$ cat src/rtl/int_responder_if.sv
// ----------------------------------------------------------------------------
// int_responder_if
//   Groups the CPU-side signals seen by the interrupt responder.
//   macroscopic_pc  [31:0]  CPU macroscopic PC, compared against the trigger PC
//   m_int_addr      [31:0]  CPU interrupt-device write address
//   m_int_byteen    [3:0]   CPU interrupt-device byte enables, nonzero = write
//   interrupt               registered interrupt request back to the CPU
//   master modport: the CPU side.  slave modport: the responder.
// ----------------------------------------------------------------------------
interface int_responder_if;
  logic [31:0] macroscopic_pc;
  logic [31:0] m_int_addr;
  logic [3:0]  m_int_byteen;
  logic        interrupt;

  modport master (
    output macroscopic_pc,
    output m_int_addr,
    output m_int_byteen,
    input  interrupt
  );

  modport slave (
    input  macroscopic_pc,
    input  m_int_addr,
    input  m_int_byteen,
    output interrupt
  );
endinterface

$ cat src/rtl/int_responder.sv
// ----------------------------------------------------------------------------
// int_responder
//   Watches the CPU PC for TRIG_PC. When it is seen, waits DELAY+1 cycles,
//   raises an interrupt, and holds it until the CPU writes the acknowledge
//   address. After an acknowledge the block stays quiet for HOLDOFF+1 cycles
//   before it can be re-armed. Once MAX_INT interrupts have been acknowledged
//   (MAX_INT != 0) it parks in DONE until reset.
//
//   clk            system clock, rising edge
//   reset          synchronous, active-low
//   bus            int_responder_if.slave (pc, ack write port, interrupt)
//   int_count      acknowledged interrupts, saturating at 255
//   spurious_ack   sticky: an acknowledge arrived while no interrupt was up
//   done           high once MAX_INT interrupts are complete
// ----------------------------------------------------------------------------
module int_responder #(
  parameter logic [31:0] ACK_ADDR = 32'h0000_7F20,
  parameter logic [31:0] TRIG_PC  = 32'h0000_3008,
  parameter logic [7:0]  DELAY    = 8'd4,
  parameter logic [7:0]  HOLDOFF  = 8'd8,
  parameter logic [7:0]  MAX_INT  = 8'd1
) (
  input  logic                  clk,
  input  logic                  reset,
  int_responder_if.slave        bus,
  output logic [7:0]            int_count,
  output logic                  spurious_ack,
  output logic                  done
);

  typedef enum logic [2:0] {
    ST_IDLE,
    ST_WAIT,
    ST_ASSERT,
    ST_HOLD,
    ST_DONE
  } state_e;

  state_e      state_q, state_d;
  logic [7:0]  cnt_q, cnt_d;
  logic [7:0]  int_count_q, int_count_d;
  logic        spurious_q, spurious_d;
  logic        interrupt_q;
  logic        done_q;

  logic        ack;
  logic        match;

  assign ack   = (bus.m_int_addr == ACK_ADDR) && (bus.m_int_byteen != 4'b0000);
  assign match = (bus.macroscopic_pc == TRIG_PC);

  // NOTE: every signal written here gets a default first, so no path through
  // the case can leave one unassigned and infer a latch.
  always_comb begin
    state_d     = state_q;
    cnt_d       = cnt_q;
    int_count_d = int_count_q;
    // Any acknowledge that does not retire a live interrupt is spurious; it
    // only sets the flag and leaves the sequence untouched.
    spurious_d  = spurious_q | (ack && (state_q != ST_ASSERT));

    unique case (state_q)
      ST_IDLE: begin
        if (match) begin
          state_d = ST_WAIT;
          cnt_d   = DELAY;
        end
      end
      ST_WAIT: begin
        if (cnt_q == 8'd0) state_d = ST_ASSERT;
        else               cnt_d   = cnt_q - 8'd1;
      end
      ST_ASSERT: begin
        if (ack) begin
          state_d = ST_HOLD;
          cnt_d   = HOLDOFF;
          if (int_count_q != 8'hFF) int_count_d = int_count_q + 8'd1;
        end
      end
      ST_HOLD: begin
        if (cnt_q == 8'd0) begin
          // int_count already includes the acknowledge that entered HOLD.
          if ((MAX_INT != 8'd0) && (int_count_q == MAX_INT)) state_d = ST_DONE;
          else                                                state_d = ST_IDLE;
        end else begin
          cnt_d = cnt_q - 8'd1;
        end
      end
      ST_DONE: begin
        state_d = ST_DONE;
      end
      default: begin
        state_d = ST_IDLE;
        cnt_d   = 8'd0;
      end
    endcase
  end

  // NOTE: state flops use non-blocking assignments so every flop samples the
  // values from before this edge, independent of statement order.
  always_ff @(posedge clk) begin
    if (!reset) begin
      state_q     <= ST_IDLE;
      cnt_q       <= 8'd0;
      int_count_q <= 8'd0;
      spurious_q  <= 1'b0;
      interrupt_q <= 1'b0;
      done_q      <= 1'b0;
    end else begin
      state_q     <= state_d;
      cnt_q       <= cnt_d;
      int_count_q <= int_count_d;
      spurious_q  <= spurious_d;
      // Outputs are registered copies of the next state, so they line up
      // with state_q and have no combinational path from the inputs.
      interrupt_q <= (state_d == ST_ASSERT);
      done_q      <= (state_d == ST_DONE);
    end
  end

  assign bus.interrupt = interrupt_q;
  assign int_count     = int_count_q;
  assign spurious_ack  = spurious_q;
  assign done          = done_q;

endmodule

$ cat src/flat_wrapper.sv
// flat-port wrapper written by rule: the top's interface ports become plain ports
module int_responder_flat 
#(
  parameter logic [31:0] ACK_ADDR = 32'h0000_7F20,
  parameter logic [31:0] TRIG_PC  = 32'h0000_3008,
  parameter logic [7:0]  DELAY    = 8'd4,
  parameter logic [7:0]  HOLDOFF  = 8'd8,
  parameter logic [7:0]  MAX_INT  = 8'd1
)
  (clk, reset, int_count, spurious_ack, done, bus_macroscopic_pc, bus_m_int_addr, bus_m_int_byteen, bus_interrupt);
  int_responder_if bus_i ();
  input  logic clk;
  input  logic reset;
  output logic [7:0] int_count;
  output logic spurious_ack;
  output logic done;
  input wire logic [$bits(bus_i.macroscopic_pc)-1:0] bus_macroscopic_pc;
  input wire logic [$bits(bus_i.m_int_addr)-1:0] bus_m_int_addr;
  input wire logic [$bits(bus_i.m_int_byteen)-1:0] bus_m_int_byteen;
  output wire logic [$bits(bus_i.interrupt)-1:0] bus_interrupt;
  assign bus_i.macroscopic_pc = bus_macroscopic_pc;
  assign bus_i.m_int_addr = bus_m_int_addr;
  assign bus_i.m_int_byteen = bus_m_int_byteen;
  assign bus_interrupt = bus_i.interrupt;
  int_responder #(.ACK_ADDR(ACK_ADDR), .TRIG_PC(TRIG_PC), .DELAY(DELAY), .HOLDOFF(HOLDOFF), .MAX_INT(MAX_INT)) u_core (.clk(clk), .reset(reset), .bus(bus_i), .int_count(int_count), .spurious_ack(spurious_ack), .done(done));
endmodule
$ cat config.mk
export PLATFORM = sky130hd
export DESIGN_NAME = int_responder_flat
export DESIGN_NICKNAME = d
export VERILOG_FILES = /design/src/rtl/int_responder_if.sv /design/src/rtl/int_responder.sv /design/src/flat_wrapper.sv
export SDC_FILE = /design/constraint.sdc
export NUM_CORES = 1
export LEC_CHECK = 0
export ABC_AREA = 1
export CORE_UTILIZATION = 40
export DETAILED_ROUTE_END_ITERATION = 8
export DONT_BUFFER_PORTS = 1
export SKIP_LAST_GASP = 1
export SYNTH_ARGS = -nofsm -noshare
export SYNTH_HDL_FRONTEND = slang
export SYNTH_SLANG_ARGS = --single-unit
$ cat constraint.sdc
create_clock -name clk -period 2.2 [get_ports clk]
set_input_delay 0.66 -clock clk [delete_from_list [all_inputs] [get_ports clk]]
set_output_delay 0.66 -clock clk [all_outputs]
set_load 0.005 [all_outputs]
==> qor.csv <==
stage;metric;value;unit
run_status;outcome;completed;
clock_network;CTS tree;done;
sta;final setup fails;0;
die;DIE AREA;4340;µm²
logic_synthesis;sequential area share after synthesis;27.0;%
cells_and_area;fraction of layout cells with a size suffix above 1;12.1;%
min_path;Hold Path Depth;2;
clock_network;CTS root buffer;clkbuf_8;
cells_and_area;most frequent cells in the layout;nor2_1, nand2_1, inv_1;
min_path;Hold Path Sink;u_core.cnt_q[0];
logic_synthesis;Yosys top cell area share;27.0;%
cells_and_area;most common cell after layout, fill and taps aside;nor2_1;
logic_synthesis;syn avg cell area;6.26;µm²
sta;Final Hold Viols;0;
cells_and_area;n_diodes;0;
setup_path;max incr delay on CP;0.45;ns
cells_and_area;layout net count;340;
sta;FMAX;622;MHz
logic_synthesis;most frequently used flop master after synthesis;dfxtp_1;
clock_network;Max H-tree Level;1;
grt;vias in the first global route;1463;
place;GPL Wtd Cong;0.801;
logic_synthesis;async set or reset register ratio after synthesis;0;%
setup_path;CP Launch Type;register;
place;HPWL Detailed;2860;µm
grt;GRT Total Usage;17.9;%
sta;Slew Limit Headroom;79.1;%
cells_and_area;post-route cell area;1750;µm²
route;WL/cell;11.0;µm
pwr;part of the power in combinational logic;4.9;%
setup_path;crit-path cells;ha_1 > nand2_2 > nor3_2 > a31oi_2 > nand3_4 > xor2_1 > nor2_1;
sta;unrepaired setup endpoints after global routing;no;
sta;Slew @ Worst Pin;0.313;ns
sta;Final TNS setup;0;ns
die;Die Height;65.9;µm
clock_network;latest clock arrival within the worst-skew pair;0.27;ns
setup_path;Reg2Reg Depth;7;
logic_synthesis;Yosys top cell by area;dfxtp_1;
pwr;sequential power share;54.3;%
logic_synthesis;FF+latch count, synth;22;
clock_network;CTS Hold Buffers Added;0;
logic_synthesis;Syn Std Cell Area;1630;µm²
cells_and_area;Area growth syn-to-layout;7.27;%
clock_network;clock buffer count from CTS;3;
clock_network;CTS Buffer Depth;2;
route;DR iter-0 viols;36;
pwr;Pleak;0.802;nW
setup_path;crit path max fanout;9;
logic_synthesis;Synth cell types;33;
min_path;hold wc startpoint;reset;
pwr;pwr/cell area;418;nW/µm²
route;DRC viols;0;
route;Routed WL;3460;µm
setup_path;crit path DAT;1.77;ns
grt;global route overflow;0;
logic_synthesis;cell count after synthesis;261;
die;effective utilization at floorplan;43.0;%
sta;Final Max Slew Viols;0;
pwr;internal power;0.573;mW
setup_path;CP Capture Type;register;
sta;Tcrit/Tclk final;73.0;%
setup_path;CP max-delay cell;dfxtp_1;
setup_path;worst path required time;2.37;ns
grt;global-route wire length before repair;5950;µm
setup_path;reg-to-reg critical path endpoint;u_core.int_count[0];
logic_synthesis;number of flops mapped to enable cells by yosys;0;
grt;pin count of the biggest net entering global routing;13;
route;drt first pass iters;4;
die;io pins;81;
setup_path;dominant delay contributor by cell family on the critical path;simple AND/OR/NAND/NOR gates;
die;die width;65.9;µm
route;vias post-DR;1535;
sta;Final Skew;0.00635;ns
logic_synthesis;Ys Warns;0;
pwr;Net Sw Power;0.159;mW
cells_and_area;fill count;429;
die;CORE AREA;3800;µm²
clock_network;Post-CTS Setup Repair Bufs;0;
setup_path;R2R Path Start;u_core.int_count[0];
clock_network;post-CTS sizing;0;
place;DP Area;1700;µm²
die;Rows;22;
setup_path;crit path buf inv count;0;
setup_path;CP Class;reg2reg;
logic_synthesis;Mapped Nets;335;
clock_network;clock slew at reported path FFs;0.08;ns
route;antenna viol nets, final;0;
clock_network;Num Clock Sinks;22;
route;post-DR vias/cell;4.90;
logic_synthesis;Synth area leaders;dfxtp_1, nor2_1, nand2_1, inv_1, xor2_1;
sta;Tmin final;1.61;ns
place;number of port buffers;0;
setup_path;R2R Setup Slk;0.59;ns
pwr;Worst IR Drop VDD;0.000259;V
grt;initial antenna violation count;0;
pwr;net switching share of the total power;21.8;%
min_path;Hold Path Class;in2reg;
flow_run;max cap viols;0;
pwr;Clk pwr share;40.7;%
-- state kept, by name (all words and copies together), names as in the netlist --
register              count
u_core.bus.interrupt      1
u_core.spurious_ack       1
u_core.int_count          8
u_core.cnt_q              8
u_core.state_q            3
u_core.done               1
-- metrics by stage --
step                total power, mW  cells  hold slack [ns]  utilization (%)  setup slack [ns]
global placement              0.444    309            0.499             44.7             0.468
detailed placement            0.444    309            0.504             44.7             0.439
CTS                           0.742    313            0.498             46.1             0.563
finish                        0.732    313            0.498             46.1             0.593
floorplan                     0.438    261            0.460                -             0.590
global route                  0.772    313            0.496             46.1             0.429
-- cell usage after synthesis (2+ instances only) --
| library cell | number |
|---|---|
| a21oi_1 | 15 |
| and2_1 | 4 |
| dfxtp_1 | 22 |
| ha_1 | 4 |
| inv_1 | 39 |
| inv_2 | 9 |
| nand2_1 | 50 |
| nand2_2 | 4 |
| nand3_1 | 11 |
| nand3_4 | 2 |
| nand4_1 | 8 |
| nor2_1 | 51 |
| nor2_2 | 3 |
| nor2_4 | 2 |
| nor3_1 | 3 |
| o21ai_0 | 2 |
| o21ai_1 | 3 |
| o21bai_1 | 4 |
| xor2_1 | 11 |
-- power groups by stage --
stage	clock network [mW]	registers, mW	logic (mW)
finish	0.298	0.398	0.0362
global route	0.329	0.398	0.0450
CTS	0.307	0.398	0.0372
detailed placement	0	0.407	0.0371
global placement	0	0.407	0.0365
floorplan	0	0.407	0.0308
-- worst register-to-register path, stage by stage, from the launching register on --
cell,delay (ns)
dfxtp_1,0.45
ha_1,0.25
nand2_2,0.09
nor3_2,0.21
a31oi_2,0.15
nand3_4,0.17
xor2_1,0.16
nor2_1,0.05
-- cell type report --
| type | instances | area [µm²] | share of cell area (%) |
|---|---|---|---|
| clock buffers | 4 | 55.1 | 3.14 |
| inverters | 49 | 185 | 10.6 |
| multi-input cells | 189 | 1000 | 57.3 |
| flip-flops and latches | 22 | 440 | 25.1 |
| well taps | 48 | 60.1 | 3.43 |
| repair buffers | 1 | 7.51 | 0.428 |
-- cells by family (layout without fill, tap and decap cells) --
logic type,count (synthesis),in the layout,share of synthesized area (%)
AND/OR/NAND/NOR,146,146,42.3
buffers and inverters,50,54,11.6
AO/OA/AOI/OAI,28,28,10.2
flip-flops,22,22,27.0
XOR/XNOR,11,11,5.90
adder cells (fa/ha/maj),4,4,3.06
-- worst max-delay path by stage --
stage	from	end	cells past startpoint
detailed placement	bus_macroscopic_pc[5]	u_core.cnt_q[7]	11
global route	u_core.int_count[0]	u_core.int_count[0]	7
CTS	u_core.int_count[0]	u_core.int_count[7]	8
global placement	bus_macroscopic_pc[23]	u_core.cnt_q[0]	11
floorplan	bus_m_int_addr[23]	u_core.cnt_q[2]	11
finish	u_core.int_count[0]	u_core.int_count[0]	7
-- metal layers --
metal  up-vias  GRT usage, %  wire (µm)
li1        816             -          -
met1       669          19.7       1520
met2        44          32.5       1700
met3         6          5.34        194
met4         0          5.16         42
met5         -             0          0
No activity file was read; power rests on OpenSTA's default activity.
